--- config.mk ---
export PLATFORM = sky130hd
export DESIGN_NAME = ir_command_decoder_flat
export DESIGN_NICKNAME = d
export VERILOG_FILES = /design/src/rtl/remote_pkg.sv /design/src/rtl/ir_command_decoder_if.sv /design/src/rtl/ir_command_decoder_holdoff_timer.sv /design/src/rtl/ir_command_decoder.sv /design/src/flat_wrapper.sv
export SDC_FILE = /design/constraint.sdc
export NUM_CORES = 1
export LEC_CHECK = 0
export BUFFER_PORTS_ARGS = -buffer_cell sky130_fd_sc_hd__buf_2
export CELL_PAD_IN_SITES_DETAIL_PLACEMENT = 1
export CELL_PAD_IN_SITES_GLOBAL_PLACEMENT = 2
export CORE_MARGIN = 1.5
export CORE_UTILIZATION = 31
export DETAILED_ROUTE_END_ITERATION = 7
export PLACE_DENSITY_LB_ADDON = 0.1
export SLEW_MARGIN = 25
export SYNTH_ARGS = -nofsm -noshare
export SYNTH_HDL_FRONTEND = slang
export SYNTH_HIERARCHICAL = 1
export SYNTH_SLANG_ARGS = --single-unit
--- constraint.sdc ---
create_clock -name CLOCK -period 3 [get_ports CLOCK]
set_input_delay 0.3 -clock CLOCK [delete_from_list [all_inputs] [get_ports CLOCK]]
set_output_delay 0.3 -clock CLOCK [all_outputs]
set_load 0.05 [all_outputs]
--- src/rtl/remote_pkg.sv ---
// Command bytes and decoder state encoding shared by remote-driven blocks.
package remote_pkg;

  localparam logic [7:0] IR_POWER  = 8'h12;
  localparam logic [7:0] IR_PLAY   = 8'h16;
  localparam logic [7:0] IR_RETURN = 8'h17;
  localparam logic [7:0] IR_NEXT   = 8'h18;
  localparam logic [7:0] IR_PREV   = 8'h14;
  localparam logic [7:0] IR_FAST   = 8'h10;
  localparam logic [7:0] IR_SLOW   = 8'h0F;
  localparam logic [7:0] IR_NORMAL = 8'h13;

  typedef enum logic [1:0] {
    IDLE  = 2'd0,
    LATCH = 2'd1,
    CHECK = 2'd2
  } state_t;

endpackage

--- src/rtl/ir_command_decoder_if.sv ---
// Frame input from IR_RECEIVE and command/status outputs toward ControlUnit.
interface ir_command_decoder_if;

  logic        iDATA_READY;
  logic [31:0] iKEYCODE;
  logic        ResetRemote;
  logic        PlayPauseRemote;
  logic        RestartRemote;
  logic        NextSongRemote;
  logic        PrevSongRemote;
  logic        Fast;
  logic        Slow;
  logic [7:0]  LastCode;
  logic [7:0]  ErrCount;

  modport master (
    output iDATA_READY, iKEYCODE,
    input  ResetRemote, PlayPauseRemote, RestartRemote, NextSongRemote,
           PrevSongRemote, Fast, Slow, LastCode, ErrCount
  );

  modport slave (
    input  iDATA_READY, iKEYCODE,
    output ResetRemote, PlayPauseRemote, RestartRemote, NextSongRemote,
           PrevSongRemote, Fast, Slow, LastCode, ErrCount
  );

endinterface

--- src/rtl/ir_command_decoder_holdoff_timer.sv ---
// Repeat-suppression window: reloadable down-counter that parks at zero.
module holdoff_timer #(
  parameter int HOLDOFF_CYCLES = 12_500_000,
  parameter int CNT_W          = 24
) (
  input  logic CLOCK,
  input  logic Reset,
  input  logic load,
  output logic active
);

  logic [CNT_W-1:0] cnt;

  // Reload takes priority over the decrement in the same cycle.
  always_ff @(posedge CLOCK or posedge Reset) begin
    if (Reset)
      cnt <= '0;
    else if (load)
      cnt <= CNT_W'(HOLDOFF_CYCLES);
    else if (cnt != '0)
      cnt <= cnt - 1'b1;
  end

  assign active = (cnt != '0);

endmodule

--- src/rtl/ir_command_decoder.sv ---
// Turns NEC frames into one-cycle player command pulses and a speed mode.
//   state | meaning
//   IDLE  | waiting for a rising edge of iDATA_READY
//   LATCH | settle cycle, keycode captured at the end of it
//   CHECK | checksum, repeat filter and command decode
module ir_command_decoder
  import remote_pkg::*;
#(
  parameter int HOLDOFF_CYCLES = 12_500_000,
  parameter int CNT_W          = 24
) (
  input logic CLOCK,
  input logic Reset,
  ir_command_decoder_if.slave bus
);

  state_t      state, state_nx;
  logic        rdy_q;
  logic [31:0] code_q;
  logic        rdy_edge;
  logic [7:0]  cmd;
  logic        chk_ok;
  logic        active;
  logic        accept;
  logic        rep_hit;
  logic        bad;
  logic        load;

  assign rdy_edge = bus.iDATA_READY & ~rdy_q;
  assign cmd      = code_q[23:16];
  assign chk_ok   = (code_q[31:24] == ~code_q[23:16]);
  assign load     = accept | rep_hit;

  holdoff_timer #(
    .HOLDOFF_CYCLES (HOLDOFF_CYCLES),
    .CNT_W          (CNT_W)
  ) u_holdoff (
    .CLOCK  (CLOCK),
    .Reset  (Reset),
    .load   (load),
    .active (active)
  );

  always_ff @(posedge CLOCK or posedge Reset) begin
    if (Reset)
      state <= IDLE;
    else
      state <= state_nx;
  end

  always_comb begin
    state_nx = state;
    accept   = 1'b0;
    rep_hit  = 1'b0;
    bad      = 1'b0;
    case (state)
      IDLE:  if (rdy_edge) state_nx = LATCH;
      LATCH: state_nx = CHECK;
      CHECK: begin
        state_nx = IDLE;
        if (!chk_ok)
          bad = 1'b1;
        else if (active && cmd == bus.LastCode)
          rep_hit = 1'b1;
        else
          accept = 1'b1;
      end
      default: state_nx = IDLE;
    endcase
  end

  // rdy_q resets high so a level already present at reset release is not an edge.
  always_ff @(posedge CLOCK or posedge Reset) begin
    if (Reset) begin
      rdy_q  <= 1'b1;
      code_q <= '0;
    end else begin
      rdy_q <= bus.iDATA_READY;
      if (state == LATCH)
        code_q <= bus.iKEYCODE;
    end
  end

  always_ff @(posedge CLOCK or posedge Reset) begin
    if (Reset) begin
      bus.ResetRemote     <= 1'b0;
      bus.PlayPauseRemote <= 1'b0;
      bus.RestartRemote   <= 1'b0;
      bus.NextSongRemote  <= 1'b0;
      bus.PrevSongRemote  <= 1'b0;
      bus.Fast            <= 1'b0;
      bus.Slow            <= 1'b0;
      bus.LastCode        <= 8'h00;
      bus.ErrCount        <= 8'h00;
    end else begin
      bus.ResetRemote     <= accept && cmd == IR_POWER;
      bus.PlayPauseRemote <= accept && cmd == IR_PLAY;
      bus.RestartRemote   <= accept && cmd == IR_RETURN;
      bus.NextSongRemote  <= accept && cmd == IR_NEXT;
      bus.PrevSongRemote  <= accept && cmd == IR_PREV;
      if (accept) begin
        bus.LastCode <= cmd;
        case (cmd)
          IR_FAST:   begin bus.Fast <= 1'b1; bus.Slow <= 1'b0; end
          IR_SLOW:   begin bus.Fast <= 1'b0; bus.Slow <= 1'b1; end
          IR_NORMAL: begin bus.Fast <= 1'b0; bus.Slow <= 1'b0; end
          default:   ;
        endcase
      end
      if (bad && bus.ErrCount != 8'hFF)
        bus.ErrCount <= bus.ErrCount + 8'h01;
    end
  end

endmodule

--- src/flat_wrapper.sv ---
// flat-port wrapper written by rule: the top's interface ports become plain ports
module ir_command_decoder_flat import remote_pkg::*;
#(
  parameter int HOLDOFF_CYCLES = 12_500_000,
  parameter int CNT_W          = 24
)
  (CLOCK, Reset, bus_iDATA_READY, bus_iKEYCODE, bus_ResetRemote, bus_PlayPauseRemote, bus_RestartRemote, bus_NextSongRemote, bus_PrevSongRemote, bus_Fast, bus_Slow, bus_LastCode, bus_ErrCount);
  ir_command_decoder_if bus_i ();
  input logic CLOCK;
  input logic Reset;
  input wire logic [$bits(bus_i.iDATA_READY)-1:0] bus_iDATA_READY;
  input wire logic [$bits(bus_i.iKEYCODE)-1:0] bus_iKEYCODE;
  output wire logic [$bits(bus_i.ResetRemote)-1:0] bus_ResetRemote;
  output wire logic [$bits(bus_i.PlayPauseRemote)-1:0] bus_PlayPauseRemote;
  output wire logic [$bits(bus_i.RestartRemote)-1:0] bus_RestartRemote;
  output wire logic [$bits(bus_i.NextSongRemote)-1:0] bus_NextSongRemote;
  output wire logic [$bits(bus_i.PrevSongRemote)-1:0] bus_PrevSongRemote;
  output wire logic [$bits(bus_i.Fast)-1:0] bus_Fast;
  output wire logic [$bits(bus_i.Slow)-1:0] bus_Slow;
  output wire logic [$bits(bus_i.LastCode)-1:0] bus_LastCode;
  output wire logic [$bits(bus_i.ErrCount)-1:0] bus_ErrCount;
  assign bus_i.iDATA_READY = bus_iDATA_READY;
  assign bus_i.iKEYCODE = bus_iKEYCODE;
  assign bus_ResetRemote = bus_i.ResetRemote;
  assign bus_PlayPauseRemote = bus_i.PlayPauseRemote;
  assign bus_RestartRemote = bus_i.RestartRemote;
  assign bus_NextSongRemote = bus_i.NextSongRemote;
  assign bus_PrevSongRemote = bus_i.PrevSongRemote;
  assign bus_Fast = bus_i.Fast;
  assign bus_Slow = bus_i.Slow;
  assign bus_LastCode = bus_i.LastCode;
  assign bus_ErrCount = bus_i.ErrCount;
  ir_command_decoder #(.HOLDOFF_CYCLES(HOLDOFF_CYCLES), .CNT_W(CNT_W)) u_core (.CLOCK(CLOCK), .Reset(Reset), .bus(bus_i));
endmodule
* Yosys cells after proc, flatten, opt, wreduce, memory -nomap -nowiden
Index checks and enable logic that the tools add are counted.
** Cells by class
- Add/subtract/negate cells :: 2
- Multipliers :: 0
- Order comparisons :: 0
- Shift operators :: 0
- Equal/unequal tests :: 14
- Muxes and demuxes :: 14
- Reductions and logical operators :: 16
- Bitwise gates (word level) :: 4
- Divide/modulo/power cells :: 0
** Operators by type and width (count)
- $eq 8x5->1 const B :: 7
- $mux 24 :: 2
- $reduce_bool 24->1 :: 1
- $sub 24x1->24 const B :: 1
- $eq 8x8->1 :: 2
- $add 8x1->8 const B :: 1
- $eq 8x4->1 const B :: 1
- $mux 1 :: 8
- $ne 8x8->1 const B :: 1
- $not 8->8 :: 1
- $logic_and 1x1->1 :: 7
- $reduce_bool 2->1 :: 3
- $pmux 1 s2 :: 2
- $pmux 2 s2 :: 1
- $reduce_and 2->1 :: 2
- $reduce_or 2->1 :: 2
- $eq 2x1->1 const B :: 1
- $eq 2x2->1 const B :: 1
- $logic_not 2->1 :: 1
- $mux 2 :: 1
- $ne 2x1->1 const B :: 1
- $and 1x1->1 :: 1
- $not 1->1 :: 1
- $or 1x1->1 :: 1
** Word-level totals
- Memories :: 0
- Bits in latches :: 0
- Input bits :: 35
- Register bits after elaboration :: 82
- ROM bits :: 0
- Memory bits (writable) :: 0
- Logic and storage cells :: 63

* Longest topological paths before layout
- Word-level depth :: 7
- Gate-level depth with buffers :: 12
- Mapped depth without buffers :: 8

* Modules after synthesis
The synthesis kept the hierarchy.
** Modules (own cells, without submodules)
- ir_command_decoder :: seq. area each 1052.3 um^2, times used 1, cells an instance 153, area each 1950.6 um^2
- holdoff_timer :: seq. area each 600.6 um^2, times used 1, cells an instance 153, area each 1512.7 um^2

* Least setup slack after synthesis
OpenSTA, ideal clock, no wires.
- Path kind :: flip-flop to flip-flop
- Start point :: reg u_core.u_holdoff.cnt[2]
- End point :: reg u_core/bus.LastCode[0] in the netlist's numbering
- Slack :: 0.676 ns
- Arrival :: 2.199 ns
- Stages on the path, launching flop included :: 11
- Cells stage by stage :: dfrtp_1 nor4_4 and4_4 buf_6 buf_6 nand2_1 nand4_1 and3b_1 buf_6 buf_8 mux2_4
** On the way
- Cells in the longest elaborated chain, start to end :: 5
** RTL lines
- start, declared :: line ir_command_decoder_holdoff_timer.sv:12 : logic [CNT_W-1:0] cnt;
- start signal, assigned :: line ir_command_decoder_holdoff_timer.sv:19 : cnt <= CNT_W'(HOLDOFF_CYCLES);
- start signal, assigned :: line ir_command_decoder_holdoff_timer.sv:21 : cnt <= cnt - 1'b1;
- $reduce_bool 24->1 :: line ir_command_decoder_holdoff_timer.sv:24 : assign active = (cnt != '0);
- named net u_core.active :: line ir_command_decoder.sv:23 : logic active;
- $logic_and 1x1->1 :: line ir_command_decoder.sv:63 : else if (active && cmd == bus.LastCode)
- $mux 1 :: line ir_command_decoder.sv:63
- $mux 1 :: line ir_command_decoder.sv:61 : if (!chk_ok)
- $mux 1 :: line ir_command_decoder.sv:56 : case (state)
- end signal, assigned :: line ir_command_decoder.sv:102 : bus.LastCode <= cmd;
- end, declared :: line ir_command_decoder_if.sv:25 : PrevSongRemote, Fast, Slow, LastCode, ErrCount
The timed path passes the listed nets, and every way through them passes these cells.
A chain may end at the register's enable or synchronous reset.

* Worst setup path after layout
- Start point :: reg u_core.u_holdoff.cnt[11]
- End point :: reg u_core.u_holdoff.cnt[22]
** On the way
- Cells in the longest elaborated chain, start to end :: 7
- Elaborated cells between the ends (all ways) :: 13
** RTL lines
- parallel branches: the longest is 7 deep, another holds $sub 24x1->24
Several ways; the timed one is not identified. The select of a mux whose other input is x is not followed.

==> results.yml <==
global_route:
  grt_max_degree: 41
  grt_pass1_vias: 2592
  grt_pass1_wl_mm: 13.3
  antenna_found_initial: 0
  grt_overflow: 0
  grtUsageTotal_pct: 14.9
synthesis:
  synth_top_family_by_area: "simple AND/OR/NAND/NOR gates"
  synth.distinct_cells: 54
  synth.ff_latch_count: 66
  synth_seq_area_share_pct: 47.7
  syn_area_sq_um: 3460
  ys.flop_type: "dfrtp_1"
  syn-num-nets: 344
  synth_xor_area_share_pct: 6.07
  synth-async-reset-ratio_pct: 100
  synth_simple_gate_area_share_pct: 20.7
  yosysWarnings: 6
  muxShareOfSynthArea_pct: 13.0
  synth-edff-count: 0
  syn_inst: 306
  synth_fa_ha_area_share_pct: 1.08
  synth_compound_area_share_pct: 6.90
  postSynthAreaPerCell_sq_um: 11.3
placed_design:
  hpwlAfterDp_mm: 5.44
  io_buffers: 41
  placed_cell_area_sq_um: 3790
  gp_congestion: 0.714
clock_tree:
  cts_setup_buffers: 0
  cts_made_buffers: 9
  clkLatencyLatePin_ns: 0.36
  cts_buffer_depth: 2
  clockRootBuffer: "clkbuf_8"
  cts_hold_buf: 0
  cts_resized: 0
  clkSinkCount: 66
  clk_pin_slew_ns: 0.08
  htree_levels: 3
  cts_tree: "built"
sta:
  rsz0062_at_grt: "no"
  finalSetupTns_ns: 0
  max_slew_margin_pct: 59.7
  worstMarginPinSlew_ns: 0.589
  timing.final.hold_violations: 0
  fin_skew_ns: 0.00664
  fin_crit_ns: 2.35
  finalMaxSlewViolations: 0
  setup-violations-final: 0
  fin_crit_sh_pct: 78.2
  clock.fmax_ghz: 0.426
worst_setup_path:
  end_kind: "flop"
  cp_common_cell: "nor4_1"
  crit_start: "u_core/u_holdoff/cnt[11]$_DFFE_PP0P_"
  path_class: "flop to flop"
  crit_family: "simple AND/OR/NAND/NOR gates"
  r2r_start: "u_core/u_holdoff/cnt[11]$_DFFE_PP0P_"
  crit_fanout: 12
  crit_slowest_cell: "nand4_1"
  worstPathArrival_ns: 2.59
  cpPeakStageDelay_ns: 0.53
  critPathRequiredTime_ns: 3.25
  reg2reg_slack_ns: 0.65
  startpoint_type: "flop"
  path_buf_inv: 0
  path_cells: "nor4_1, nand4_1, nor4_1, mux2_2"
drt:
  drtIter0Drc: 87
  route.vias.total: 2456
  drc: 0
  post_drt_wl_per_cell_um: 16.0
  antenna_violating_nets_post_route: 0
  dr.pass1.iters: 4
  wirelength_mm: 7.92
  routed_via_density: 4.97
die:
  die_w_um: 109
  die_h_um: 109
  ios: 58
  rows: 38
  coreArea_sq_um: 10900
  dieArea_sq_um: 11800
  initial_core_util_pct: 31.8
power_and_ir_drop:
  peakVddDrop_uv: 392
  power_mw: 3.17
  p_leak_nw: 1.77
  powerDensity_nw_per_um2: 796
cells_and_area:
  finalInstanceArea_sq_um: 3980
  layout.nets: 387
  layout-drive-gt1-share_pct: 31.6
  utilization_pct: 36.5
  syn_to_final_growth_pct: 14.8
  n_antenna_cell: 0
status:
  outcome: "completed"
flow_run:
  drv_cap: 0
worst_hold_path:
  hold_path.class: "input port to asynchronous set/reset pin"
[stage by stage]
step                worst slack [ns]  hold WS (ns)  std cells
floorplan                      0.676         0.304        306
global placement               0.671         0.416        478
detailed placement             0.663         0.417        478
CTS                            0.633        0.0202        494
global route                   0.446        0.0159        494
finish                         0.653       0.00917        494
[cell families after synthesis]
logic type      after synthesis
fa+ha+maj                     3
simple gates                116
buf+inv                      25
mux                          40
compound gates               32
xor+xnor                     24
flops                        66
[cell usage in the layout (no fill, tap or decap), types with 4 or more instances in the layout]
cell type,n
dfrtp_1,65
buf_2,41
mux2_2,29
nor2_1,22
xor2_1,21
nor2b_1,18
clkbuf_8,11
nand2_1,10
nor3_1,10
a21oi_1,10
nor4_1,9
buf_4,9
mux2i_1,8
nand4_1,7
inv_1,5
nor4b_1,4
nand3_1,4
or3_1,4
[path summary, 6_finish.rpt]
| kind | endpoint | cells after the start |
|---|---|---|
| worst max-delay path | u_core/u_holdoff/cnt[22]$_DFFE_PP0P_ | 4 |
| worst min-delay path | u_core/bus.ErrCount[7]$_DFFE_PP0P_ | 2 |
| worst max register to register | u_core/u_holdoff/cnt[22]$_DFFE_PP0P_ | 4 |
| worst min register to register | u_core/state[0]$_DFFE_PP0P_ | 1 |
| max in group asynchronous | u_core/bus.LastCode[7]$_DFFE_PP0P_ | 3 |
| min in group CLOCK | u_core/rdy_q$_DFF_PP1_ | 1 |
[power breakdown]
| group | switching [mW] | internal (mW) |
|---|---|---|
| registers | 0.309 | 1.13 |
| clock network | 0.382 | 0.348 |
| logic | 0.536 | 0.466 |
[synthesized netlist by cell type, drive strengths merged (4+ instances only)]
master	instances	share of area (%)
nand3	4	0.58
inv	7	0.76
mux2	32	11
nor2b	18	3.3
a2111oi	4	1.4
nand4	7	1.3
mux2i	8	2.3
clkbuf	5	0.54
buf	13	3.1
nor3	11	1.6
nand2	10	1.1
nor4	13	3.6
dfrtp	65	47
or3	4	0.72
nor4b	4	1.0
xor2	21	5.3
nor2	23	2.7
a21oi	10	1.4
[routing by layer]
| metal | track usage [%] | part of all wire [%] | wire length, um |
|---|---|---|---|
| met5 | 0 | 0 | 0 |
| met4 | 4.23 | 1.1 | 91 |
| met3 | 6.04 | 4.7 | 373 |
| met2 | 24.4 | 49 | 3850 |
| met1 | 18.1 | 45 | 3610 |
[state kept, by name, indices dropped and copies added, names as in the netlist, 2 cells and up]
| register | cells |
|---|---|
| u_core/bus.LastCode | 8 |
| u_core/bus.ErrCount | 8 |
| u_core/u_holdoff/cnt | 24 |
| u_core/state | 2 |
| u_core/code_q | 16 |
[layout make-up]
type | count | area [sq um]
fillers | 1224 | 6910
multi-input cells | 215 | 1660
flip-flops and latches | 66 | 1650
repair buffers | 50 | 273
well taps | 140 | 175
clock buffers | 11 | 151
clock inverters | 5 | 37.5
inverters | 7 | 26.3
[worst reg2reg max path, cell delays in order, from the launching register on]
cell     delay, ns
dfrtp_1       0.44
nor4_1        0.44
nand4_1       0.53
nor4_1        0.45
mux2_2        0.37
No activity file was read; power rests on OpenSTA's default activity.
